==> config.mk <==
export PLATFORM = sky130hd
export DESIGN_NAME = spi_sclk_engine
export DESIGN_NICKNAME = d
export VERILOG_FILES = /design/src/rtl/spi_pkg.sv /design/src/rtl/spi_clk_div.sv /design/src/rtl/spi_sclk_engine.sv
export SDC_FILE = /design/constraint.sdc
export NUM_CORES = 1
export LEC_CHECK = 0
export CAP_MARGIN = 10
export CORE_ASPECT_RATIO = 0.8
export CORE_MARGIN = 2
export CORE_UTILIZATION = 53
export DETAILED_ROUTE_END_ITERATION = 10
export PLACE_DENSITY_LB_ADDON = 0.1
export SYNTH_ARGS = -nofsm -noshare
export SYNTH_HDL_FRONTEND = slang
export SYNTH_HIERARCHICAL = 1
export SYNTH_SLANG_ARGS = --single-unit
==> constraint.sdc <==
create_clock -name pclk -period 2.8 [get_ports pclk]
set_input_delay 0.84 -clock pclk [delete_from_list [all_inputs] [get_ports pclk]]
set_output_delay 0.84 -clock pclk [all_outputs]
set_load 0.05 [all_outputs]
==> src/rtl/spi_pkg.sv <==
// Shared types for the SPI serial-clock engine: FSM state, latched mode, length saturation.
// Latency: n/a (types and pure function only).
// Backpressure: n/a.
package spi_pkg;

    localparam logic [0:0] ST_IDLE = 1'b0;
    localparam logic [0:0] ST_RUN  = 1'b1;

    typedef enum logic [0:0] {
        IDLE = ST_IDLE,
        RUN  = ST_RUN
    } spi_state_t;

    typedef struct packed {
        logic cpol;
        logic cpha;
    } spi_mode_t;

    // A zero or oversized length means "longest character supported".
    function automatic int unsigned sat_char_len(input int unsigned len, input int unsigned max_len);
        return (len == 0 || len > max_len) ? max_len : len;
    endfunction

endpackage

==> src/rtl/spi_clk_div.sv <==
// SCLK prescaler: ticks once every div_val+1 enabled cycles.
// Latency: tick is combinational on the current count; first tick div_val cycles after clear drops.
// Backpressure: none; clear has priority over en.
module spi_clk_div #(
    parameter int DIV_W = 8
) (
    input  logic             pclk,
    input  logic             presetn,
    input  logic             clear,
    input  logic             en,
    input  logic [DIV_W-1:0] div_val,
    output logic             tick
);

    logic [DIV_W-1:0] cnt;

    assign tick = en && (cnt == div_val);

    always_ff @(posedge pclk or negedge presetn) begin
        if (!presetn) begin
            cnt <= '0;
        end else if (clear) begin
            cnt <= '0;
        end else if (en) begin
            cnt <= tick ? '0 : cnt + DIV_W'(1);
        end
    end

endmodule

==> src/rtl/spi_sclk_engine.sv <==
// SPI serial-clock engine: divided SCLK, edge counting and per-edge sample/shift strobes.
// Latency: busy one cycle after start; each edge's sclk/edge_cnt/strobe/done appear together.
// Backpressure: start ignored while busy; abort returns to idle next cycle and beats an edge.
module spi_sclk_engine
    import spi_pkg::*;
#(
    parameter int DIV_W   = 8,
    parameter int MAX_LEN = 32,
    parameter int LEN_W   = $clog2(MAX_LEN + 1),
    parameter int CNT_W   = $clog2(2 * MAX_LEN + 1)
) (
    input  logic             pclk,
    input  logic             presetn,
    input  logic             start,
    input  logic             abort,
    input  logic [DIV_W-1:0] clk_div,
    input  logic [LEN_W-1:0] char_len,
    input  logic             cpol,
    input  logic             cpha,
    output logic             sclk,
    output logic             sample_stb,
    output logic             shift_stb,
    output logic [CNT_W-1:0] edge_cnt,
    output logic             even,
    output logic             busy,
    output logic             done
);

    spi_state_t       state;
    spi_mode_t        mode_q;
    logic [DIV_W-1:0] div_q;
    logic [LEN_W-1:0] len_q;
    logic [LEN_W-1:0] len_sat;
    logic [CNT_W-1:0] next_cnt;
    logic [CNT_W-1:0] last_cnt;
    logic             running;
    logic             tick;
    logic             lead;
    logic             do_sample;
    logic             do_shift;

    assign running  = (state == RUN);
    assign len_sat  = LEN_W'(sat_char_len(32'(char_len), MAX_LEN));
    assign next_cnt = edge_cnt + CNT_W'(1);
    assign last_cnt = CNT_W'(len_q) << 1;
    assign lead     = next_cnt[0];
    assign even     = ~edge_cnt[0];

    // The final trailing edge never launches a new MOSI bit in mode cpha=0.
    assign do_sample = mode_q.cpha ? !lead : lead;
    assign do_shift  = mode_q.cpha ? lead : (!lead && (next_cnt != last_cnt));

    spi_clk_div #(.DIV_W(DIV_W)) u_clk_div (
        .pclk    (pclk),
        .presetn (presetn),
        .clear   (!running),
        .en      (running),
        .div_val (div_q),
        .tick    (tick)
    );

    always_ff @(posedge pclk or negedge presetn) begin
        if (!presetn) begin
            state       <= IDLE;
            sclk        <= 1'b0;
            edge_cnt    <= '0;
            busy        <= 1'b0;
            done        <= 1'b0;
            sample_stb  <= 1'b0;
            shift_stb   <= 1'b0;
            div_q       <= '0;
            len_q       <= '0;
            mode_q.cpol <= 1'b0;
            mode_q.cpha <= 1'b0;
        end else begin
            done       <= 1'b0;
            sample_stb <= 1'b0;
            shift_stb  <= 1'b0;
            case (state)
                IDLE: begin
                    sclk <= cpol;
                    if (start && !abort) begin
                        state       <= RUN;
                        busy        <= 1'b1;
                        edge_cnt    <= '0;
                        div_q       <= clk_div;
                        len_q       <= len_sat;
                        mode_q.cpol <= cpol;
                        mode_q.cpha <= cpha;
                    end
                end
                RUN: begin
                    if (abort) begin
                        state <= IDLE;
                        busy  <= 1'b0;
                        sclk  <= mode_q.cpol;
                    end else if (tick) begin
                        sclk       <= ~sclk;
                        edge_cnt   <= next_cnt;
                        sample_stb <= do_sample;
                        shift_stb  <= do_shift;
                        if (next_cnt == last_cnt) begin
                            done  <= 1'b1;
                            busy  <= 1'b0;
                            state <= IDLE;
                        end
                    end
                end
                default: state <= IDLE;
            endcase
        end
    end

endmodule

==> qor.yml, run 1 <==
clock_tree:
  htreeDepth: 2
  cts_sinks: 37
  clock_path_buffers: 2
  post_cts_buffers: 0
  path_clk_slew_ns: 0.08
  clock_latency_ns: 0.29
  cts_resized: 0
  cts_hold_buf: 0
  clockRootBuffer: "clkbuf_8"
  cts_tree: "built"
  cts_buffers: 5
setup_path:
  worstSetupStartpoint: "edge_cnt[4]$_DFFE_PN0P_"
  cp_slowest_cell: "clkdlybuf4s50_1"
  cp_max_fo: 10
  critPathKind: "flip-flop to primary output"
  critPathBufInv: 1
  end_kind: "primary output"
  crit_path_cell_trace: "clkdlybuf4s50_1"
  worstRegToRegCells: 5
  rr_startpoint: "edge_cnt[0]$_DFFE_PN0P_"
  cp-start-kind: "flip-flop"
  critPathMaxStageDelay_ns: 0.87
  crit_family: "buffers and inverters"
  crit_arrival_ns: 1.71
  crit_cells: 1
  reg2reg_slack_ns: 0.76
  r2r_end: "busy$_DFFE_PN0P_"
  crit_path_end: "edge_cnt[4]"
  crit_required_ns: 1.96
global_routing:
  antenna_found_initial: 0
  gr-total-overflow: 0
  grtUsageTotal: 0.218
  grt_max_degree: 38
  grt_pass1_vias: 1437
  grt_pass1_wl_mm: 6.93
power:
  power_frac_seq: 0.530
  power_density_nw_per_um2: 488
  swShare: 0.269
  power_mw: 1.17
  power_frac_comb: 0.168
  p_leak_nw: 1.00
  clkPwrFrac: 0.302
  p_int_uw: 859
  switchingPower_uw: 316
  peakVddDrop_mv: 0.356
route:
  drc: 0
  via_per_inst: 5.80
  drt_pass1_iterations: 4
  vias: 1525
  ant_nets: 0
  wl_per_cell_um: 15.2
  routed_wl_mm: 3.99
  first_iter_violations: 133
final_layout:
  nFillCells: 263
  area_growth_pct: 22.2
  layout.cells.most_common: "dfrtp_1"
  finalNetCount: 242
  diodes: 0
  final_cell_mix: "dfrtp_1 (37), clkdlybuf4s50_1 (32), o21ai_0 (16), xnor2_1 (15)"
  drive_above_1_share: 0.140
synthesis:
  syn-instance-count: 185
  yosys-top-cells-area: "dfrtp_1 (47%), xnor2_1 (6.7%), mux2_2 (6.3%)"
  synth_top_area_share: 0.470
  seq_area_frac_synth: 0.470
  synth_warnings: 6
  synth_seq_cells: 37
  async_reset_ff_frac: 1.00
  syn-num-nets: 207
  synth_cell_types: 43
  syn_area_per_cell_sq_um: 10.6
  yosys.area.top_type: "dfrtp_1"
  synth_edf_count: 0
  netlist_area_sq_um: 1970
  ys.flop_type: "dfrtp_1"
floorplan:
  num_io_pins: 33
  row_count: 19
  die_y_um: 58.5
  chipWidth_um: 72.2
  core_area_sq_um: 3490
  start_util: 0.564
  dieArea_sq_um: 4220
sta:
  worstMarginPinSlew_ns: 0.500
  fin_tns_setup_ns: 0
  slew_headroom: 0.666
  period_needed_ns: 2.55
  rsz0062_at_grt: "no"
  maxSlewViolCount: 0
  clock.fmax_mhz: 392
  whs_ns: 0.524
  hold_viol_final: 0
  setup_viol: 0
  post-route-period-util: 0.911
  fin_skew_ns: 0.00911
min_path:
  hp-class: "flip-flop to flip-flop"
placement:
  port_buffers: 32
  gp_congestion: 0.875
  hpwl_mm: 2.90
job:
  maxCapViolCount: 0
status:
  status: "complete, no violations"
cells in the mapped netlist (all sizes together), types with 2 or more instances:
library cell  instances
a21oi                 4
a22o                  2
a31oi                 3
and3                  4
buf                   5
clkbuf                2
dfrtp                37
ha                    2
inv                  11
mux2                 11
nand2                11
nand2b                2
nand3                 2
nand3b                8
nand4                 5
nor2                  7
nor2b                 2
nor3                 10
o2111ai               2
o21ai                16
or3                   2
xnor2                15
xor2                  8
layer usage:
metal / track usage / up-vias / part of all wire / routed length (um)
met5: 0 / - / 0 / 0
met4: 0.102 / 0 / 0.019 / 76
met3: 0.0582 / 10 / 0.072 / 288
met2: 0.300 / 57 / 0.43 / 1720
met1: 0.321 / 728 / 0.48 / 1910
li1: - / 730 / - / -
worst min-delay path by stage:
stage	startpoint	to	slack, ns	cells past startpoint
after floorplan	mode_q[1]$_DFFE_PN0P_	mode_q[1]$_DFFE_PN0P_	0.48	1
after global placement	mode_q[1]$_DFFE_PN0P_	mode_q[1]$_DFFE_PN0P_	0.50	1
after detailed placement	mode_q[1]$_DFFE_PN0P_	mode_q[1]$_DFFE_PN0P_	0.51	1
after CTS	mode_q[1]$_DFFE_PN0P_	mode_q[1]$_DFFE_PN0P_	0.53	1
after global routing	mode_q[1]$_DFFE_PN0P_	mode_q[1]$_DFFE_PN0P_	0.55	1
final	mode_q[1]$_DFFE_PN0P_	mode_q[1]$_DFFE_PN0P_	0.52	1
power groups by stage:
stage	Clock (mW)	Sequential, mW	Combinational (mW)
after floorplan	0	0.633	0.121
after global placement	0	0.630	0.190
after detailed placement	0	0.633	0.199
after CTS	0.365	0.623	0.199
after global routing	0.392	0.629	0.220
final	0.355	0.622	0.198
sequential cells by signal, indices dropped and copies added (netlist names):
signal	flops
shift_stb	1
u_clk_div/cnt	8
sclk	1
sample_stb	1
div_q	8
running	1
mode_q	2
busy	1
done	1
edge_cnt	7
len_q	6
logic make-up (layout without fill, tap and decap cells):
logic type | after synthesis | in the layout | share of synthesized area
DFF | 37 | 37 | 0.470
muxes | 11 | 11 | 0.0629
xor gates and xnor gates | 24 | 24 | 0.114
and+or+nand+nor | 56 | 56 | 0.173
AOI/OAI and AO/OA | 37 | 37 | 0.126
adders and majority gates | 2 | 2 | 0.0127
buffers and inverters | 18 | 54 | 0.0413
per-stage QoR:
step	worst slack (ns)	cell area [sq um]	cells	util
final	0.250	2410	263	0.689
after global routing	0.158	2410	263	0.689
after CTS	0.242	2410	263	0.689
after detailed placement	0.310	2320	255	0.665
after global placement	0.366	2320	255	0.665
after floorplan	0.792	1970	185	-
cell type report:
class,instances,area (sq um),area share
Clock buffer,6,72.6,0.0301
Clock inverter,2,10.0,0.00416
Inverter,11,41.3,0.0172
Multi-Input combinational cell,130,962,0.400
Sequential cell,37,926,0.385
Tap cell,42,52.6,0.0218
Timing Repair Buffer,35,343,0.142
Power figures use the tool's default switching activity.
==> inputs of run 2 (changes only) <==
- SKIP_CTS_REPAIR_TIMING: not set -> 1
==> results of run 2 <==
Same layout as run 1: the final DEF is identical, and so are final timing and power.
==> patch 1, RTL diff (config.mk and constraints of run 1) <==
`MAX_LEN`: 32 -> 64.
--- a/src/rtl/spi_sclk_engine.sv
+++ b/src/rtl/spi_sclk_engine.sv
@@ -6,5 +6,5 @@
 #(
     parameter int DIV_W   = 8,
-    parameter int MAX_LEN = 32,
+    parameter int MAX_LEN = 64,
     parameter int LEN_W   = $clog2(MAX_LEN + 1),
     parameter int CNT_W   = $clog2(2 * MAX_LEN + 1)
Ports: changed (resized char_len and edge_cnt); port bits go from 33 to 35. The function was not compared with the original's and may differ.
==> patch 1 against run 1 <==
  * Sequential cell count increased by 2
  * Total power grew 17%
  * Core utilization shrank 0.48 points
  * Non-clock buffer count increased by 3
  * Worst setup slack lost 3.5 ps
  * Design area increased by 7.4%
  * Synthesized area up 5.3%
  * Routed wire length grew 4.2%
  * Highest routed layer unchanged
==> patch 1: results (changes against run 1) <==
combinational power 244 uW (was 198 uW); run status finished clean (unchanged); DR WL met3 278 microns (was 288 microns); slew margin rel. 42.90% (was 66.57%); reg2reg start u_clk_div/cnt[3] (was edge_cnt[0]); Finished Layout Cells 316 (was 263); sequential fraction of the synthesis area 47.07% (was 47.01%); Port Buf Inserts 34 (was 32); hold_sp len_q[5] (was mode_q[1]); most area-consuming cells after synthesis dfrtp_1, nand2_1, xnor2_1 (was dfrtp_1, xnor2_1, mux2_2); Routed WL 4157 microns (was 3991 microns); WL met2 1687 microns (was 1718 microns); flop-to-flop setup slack 830 ps (was 760 ps); Mapped Nets 245 (was 207); leakage 1.136 nW (was 1.000 nW); post-synth cell types 47 (was 43); Sw Pwr 363.1 uW (was 315.8 uW); DP HPWL 3101 microns (was 2904 microns); Worst Reg-to-Reg Cells 7 (was 5); ratio of cells with drive above 1 in the final layout 10.34% (was 14.03%); top flop regs div_q x8, edge_cnt x8, u_clk_div/cnt x8 (was div_q x8, u_clk_div/cnt x8, edge_cnt x7); Layout Skew 9.869 ps (was 9.108 ps); vias in the first global route 1523 (was 1437); Mean Syn Cell Area 9.339 sq um (was 10.65 sq um); Peak supply drop 0.3485 mV (was 0.3563 mV); hold slack 488.3 ps (was 523.7 ps); Routability Congestion 0.8661 (was 0.8745); Power Sequential 661 uW (was 622 uW); NumNets Final 283 (was 242); final period demand of the worst path 2554 ps (was 2550 ps); synth cell count leaders nand2_1, dfrtp_1, xnor2_1 (was dfrtp_1, o21ai_0, xnor2_1); all-layer global routing usage 21.22% (was 21.82%); Hold Path End len_q[5] (was mode_q[1]); Initial Util 54.87% (was 56.36%)
[patch 1: cell types whose count changed after synthesis, sizes merged, moves of 3 or more]
cell,run 1,this run
nor2,7,15
mux2,11,1
inv,11,6
xnor2,15,18
nand2,11,56
[patch 1: cell type report]
class | count | area (sq um)
Fill cell | 297 | 1194
Inverter | 6 | 22.52
Clock inverter | 2 | 35.03
Sequential cell | 39 | 975.9
Timing Repair Buffer | 38 | 365.4
Tap cell | 55 | 68.82
Clock buffer | 6 | 82.58
Multi-Input combinational cell | 170 | 1035
[patch 1: cell families after synthesis]
group | share of synthesized area (%)
flops | 47.07
mux | 0.5431
simple gates | 28.00
compound gates | 9.596
xor+xnor | 10.56
fa+ha+maj | 1.207
buf+inv | 3.018
[patch 1: stage by stage]
| stage | util [%] | power, mW | instance area (sq um) |
|---|---|---|---|
| after detailed placement | 65.30 | 0.9166 | 2467 |
| after floorplan | - | 0.8301 | 2073 |
| final | 68.41 | 1.379 | 2585 |
| after global placement | 65.30 | 0.9129 | 2467 |
| after CTS | 68.41 | 1.392 | 2585 |
| after global routing | 68.41 | 1.453 | 2585 |
[patch 1: worst reg2reg max path, cell delays in order (launching register included)]
cell and delay (ps):
dfrtp_1 450, xnor2_1 180, nand4_1 230, nor3_4 270, and2_1 320, nor2_2 130
o21ai_0 170, o21ai_0 100
[patch 1: worst max-delay path by stage]
stage,start,to,cells after the start
floorplan,edge_cnt[0],shift_stb,6
global placement,abort,edge_cnt[4],6
detailed placement,abort,edge_cnt[7],6
CTS,edge_cnt[0],edge_cnt[0],1
global route,edge_cnt[0],edge_cnt[0],1
finish,edge_cnt[0],edge_cnt[0],1
[patch 1: metal layers]
metal / global-route usage [%] / vias up
met1: 32.44 / 757
met4: 4.416 / 0
met2: 30.61 / 55
met5: 0 / -
met3: 5.059 / 2
li1: - / 831
==> patch 2, RTL diff (flow settings as in run 1) <==
Made on the original files. Put one more register stage on the output `edge_cnt`. The value now appears one clock later. The other outputs are not delayed to match. Comments in the files are not updated.
--- a/src/rtl/spi_sclk_engine.sv
+++ b/src/rtl/spi_sclk_engine.sv
@@ -27,4 +27,6 @@
 );
 
+    logic [CNT_W-1:0] edge_cnt_s0;
+
     spi_state_t       state;
     spi_mode_t        mode_q;
@@ -42,8 +44,8 @@
     assign running  = (state == RUN);
     assign len_sat  = LEN_W'(sat_char_len(32'(char_len), MAX_LEN));
-    assign next_cnt = edge_cnt + CNT_W'(1);
+    assign next_cnt = edge_cnt_s0 + CNT_W'(1);
     assign last_cnt = CNT_W'(len_q) << 1;
     assign lead     = next_cnt[0];
-    assign even     = ~edge_cnt[0];
+    assign even     = ~edge_cnt_s0[0];
 
     // The final trailing edge never launches a new MOSI bit in mode cpha=0.
@@ -64,5 +66,5 @@
             state       <= IDLE;
             sclk        <= 1'b0;
-            edge_cnt    <= '0;
+            edge_cnt_s0 <= '0;
             busy        <= 1'b0;
             done        <= 1'b0;
@@ -83,5 +85,5 @@
                         state       <= RUN;
                         busy        <= 1'b1;
-                        edge_cnt    <= '0;
+                        edge_cnt_s0 <= '0;
                         div_q       <= clk_div;
                         len_q       <= len_sat;
@@ -97,5 +99,5 @@
                     end else if (tick) begin
                         sclk       <= ~sclk;
-                        edge_cnt   <= next_cnt;
+                        edge_cnt_s0 <= next_cnt;
                         sample_stb <= do_sample;
                         shift_stb  <= do_shift;
@@ -112,4 +114,8 @@
     end
 
+    always_ff @(posedge pclk) begin
+        edge_cnt <= edge_cnt_s0;
+    end
+
 endmodule
 
Check against the original RTL: not equivalent (a bounded check fails within 4 cycles, from zero or initial values and one cycle with presetn low).
==> patch 2 against run 1 <==
  * Total power rose by 19%
  * Fmax increased by 6.8%
  * Design area rose by 7.9%
  * Count of clock-buffer cells in the layout up 1
  * First-iteration DRC count shrank 23%
  * Worst setup slack better by 160 ps
  * Sequential cell count increased by 7
  * Die area grew 6.9%
  * Routed wire length rose by 10%
  * Clock skew is 4.0 ps higher
  * Clock power increased by 34%
  * Synthesized area rose by 7.3%
  * Sequential power rose by 15%
  * Critical path type unchanged
==> patch 2: results (changes against run 1) <==
Routability Congestion 0.9163 (was 0.8745); DP HPWL 3285 microns (was 2904 microns); router iterations before antenna repair 5 (was 4); Routed WL 4409 microns (was 3991 microns); leakage 1.122 nW (was 1.000 nW); combinational share of power 14.7% (was 16.8%); Int Pwr 1.041 mW (was 859.0 uW); vias in the first global route 1535 (was 1437); slew margin rel. 62.42% (was 66.57%); post-placement cell area 0.002491 sq mm (was 0.002325 sq mm); placed insts 293 (was 255); DR WL met3 255 microns (was 288 microns); xor/xnor cell area share of the yosys netlist 11.25% (was 11.37%); Clock power frac 34.1% (was 30.2%); top flop regs div_q x8, u_clk_div/cnt x8 (was div_q x8, u_clk_div/cnt x8, edge_cnt x7); crit path max fanout 3 (was 10); Peak supply drop 0.3107 mV (was 0.3563 mV); all-layer global routing usage 22.04% (was 21.82%); run status finished clean (unchanged); Initial DRC Count 103 (was 133); WL met2 1956 microns (was 1718 microns); mux share of post-synthesis cell area 1.066% (was 6.290%); post-synthesis compound-gate area fraction 10.36% (was 12.58%); hold slack 473.5 ps (was 523.7 ps); Hold Path End edge_cnt[6] (was mode_q[1]); combinational power 206 uW (was 198 uW); met3 GRT Util 5.482% (was 5.822%); crit path DAT 1550 ps (was 1710 ps); grt met1 use 31.97% (was 32.10%); post-synth cell types 44 (was 43); Worst Reg-to-Reg Cells 6 (was 5); reg2reg start running (was edge_cnt[0]); most area-consuming cells after synthesis dfrtp_1, nand2_1, dfxtp_1 (was dfrtp_1, xnor2_1, mux2_2); Layout Skew 13.15 ps (was 9.108 ps)
==> patch 2: cell types whose count changed after synthesis, moves of 6 or more <==
cell     delta
inv_1       -6
nand2_1    +39
o21ai_0     -8
mux2_2      -9
dfxtp_1     +7
==> patch 2: area by class of cell <==
| cell class | instances | area (sq um) |
|---|---|---|
| Clock inverter | 1 | 30.03 |
| Fill cell | 312 | 1206 |
| Multi-Input combinational cell | 152 | 979.7 |
| Clock buffer | 7 | 76.32 |
| Timing Repair Buffer | 37 | 357.8 |
| Tap cell | 55 | 68.82 |
| Inverter | 5 | 18.77 |
| Sequential cell | 44 | 1066 |
==> patch 2: worst max path at each step <==
stage / start / endpoint / slack (ps) / cells after the start
after global routing: busy / busy / 380 / 1
after global placement: abort / div_q[0] / 480 / 6
final: busy / busy / 410 / 1
after floorplan: u_clk_div/cnt[3] / edge_cnt_s0[6] / 980 / 7
after detailed placement: abort / div_q[5] / 430 / 6
after CTS: busy / busy / 420 / 1
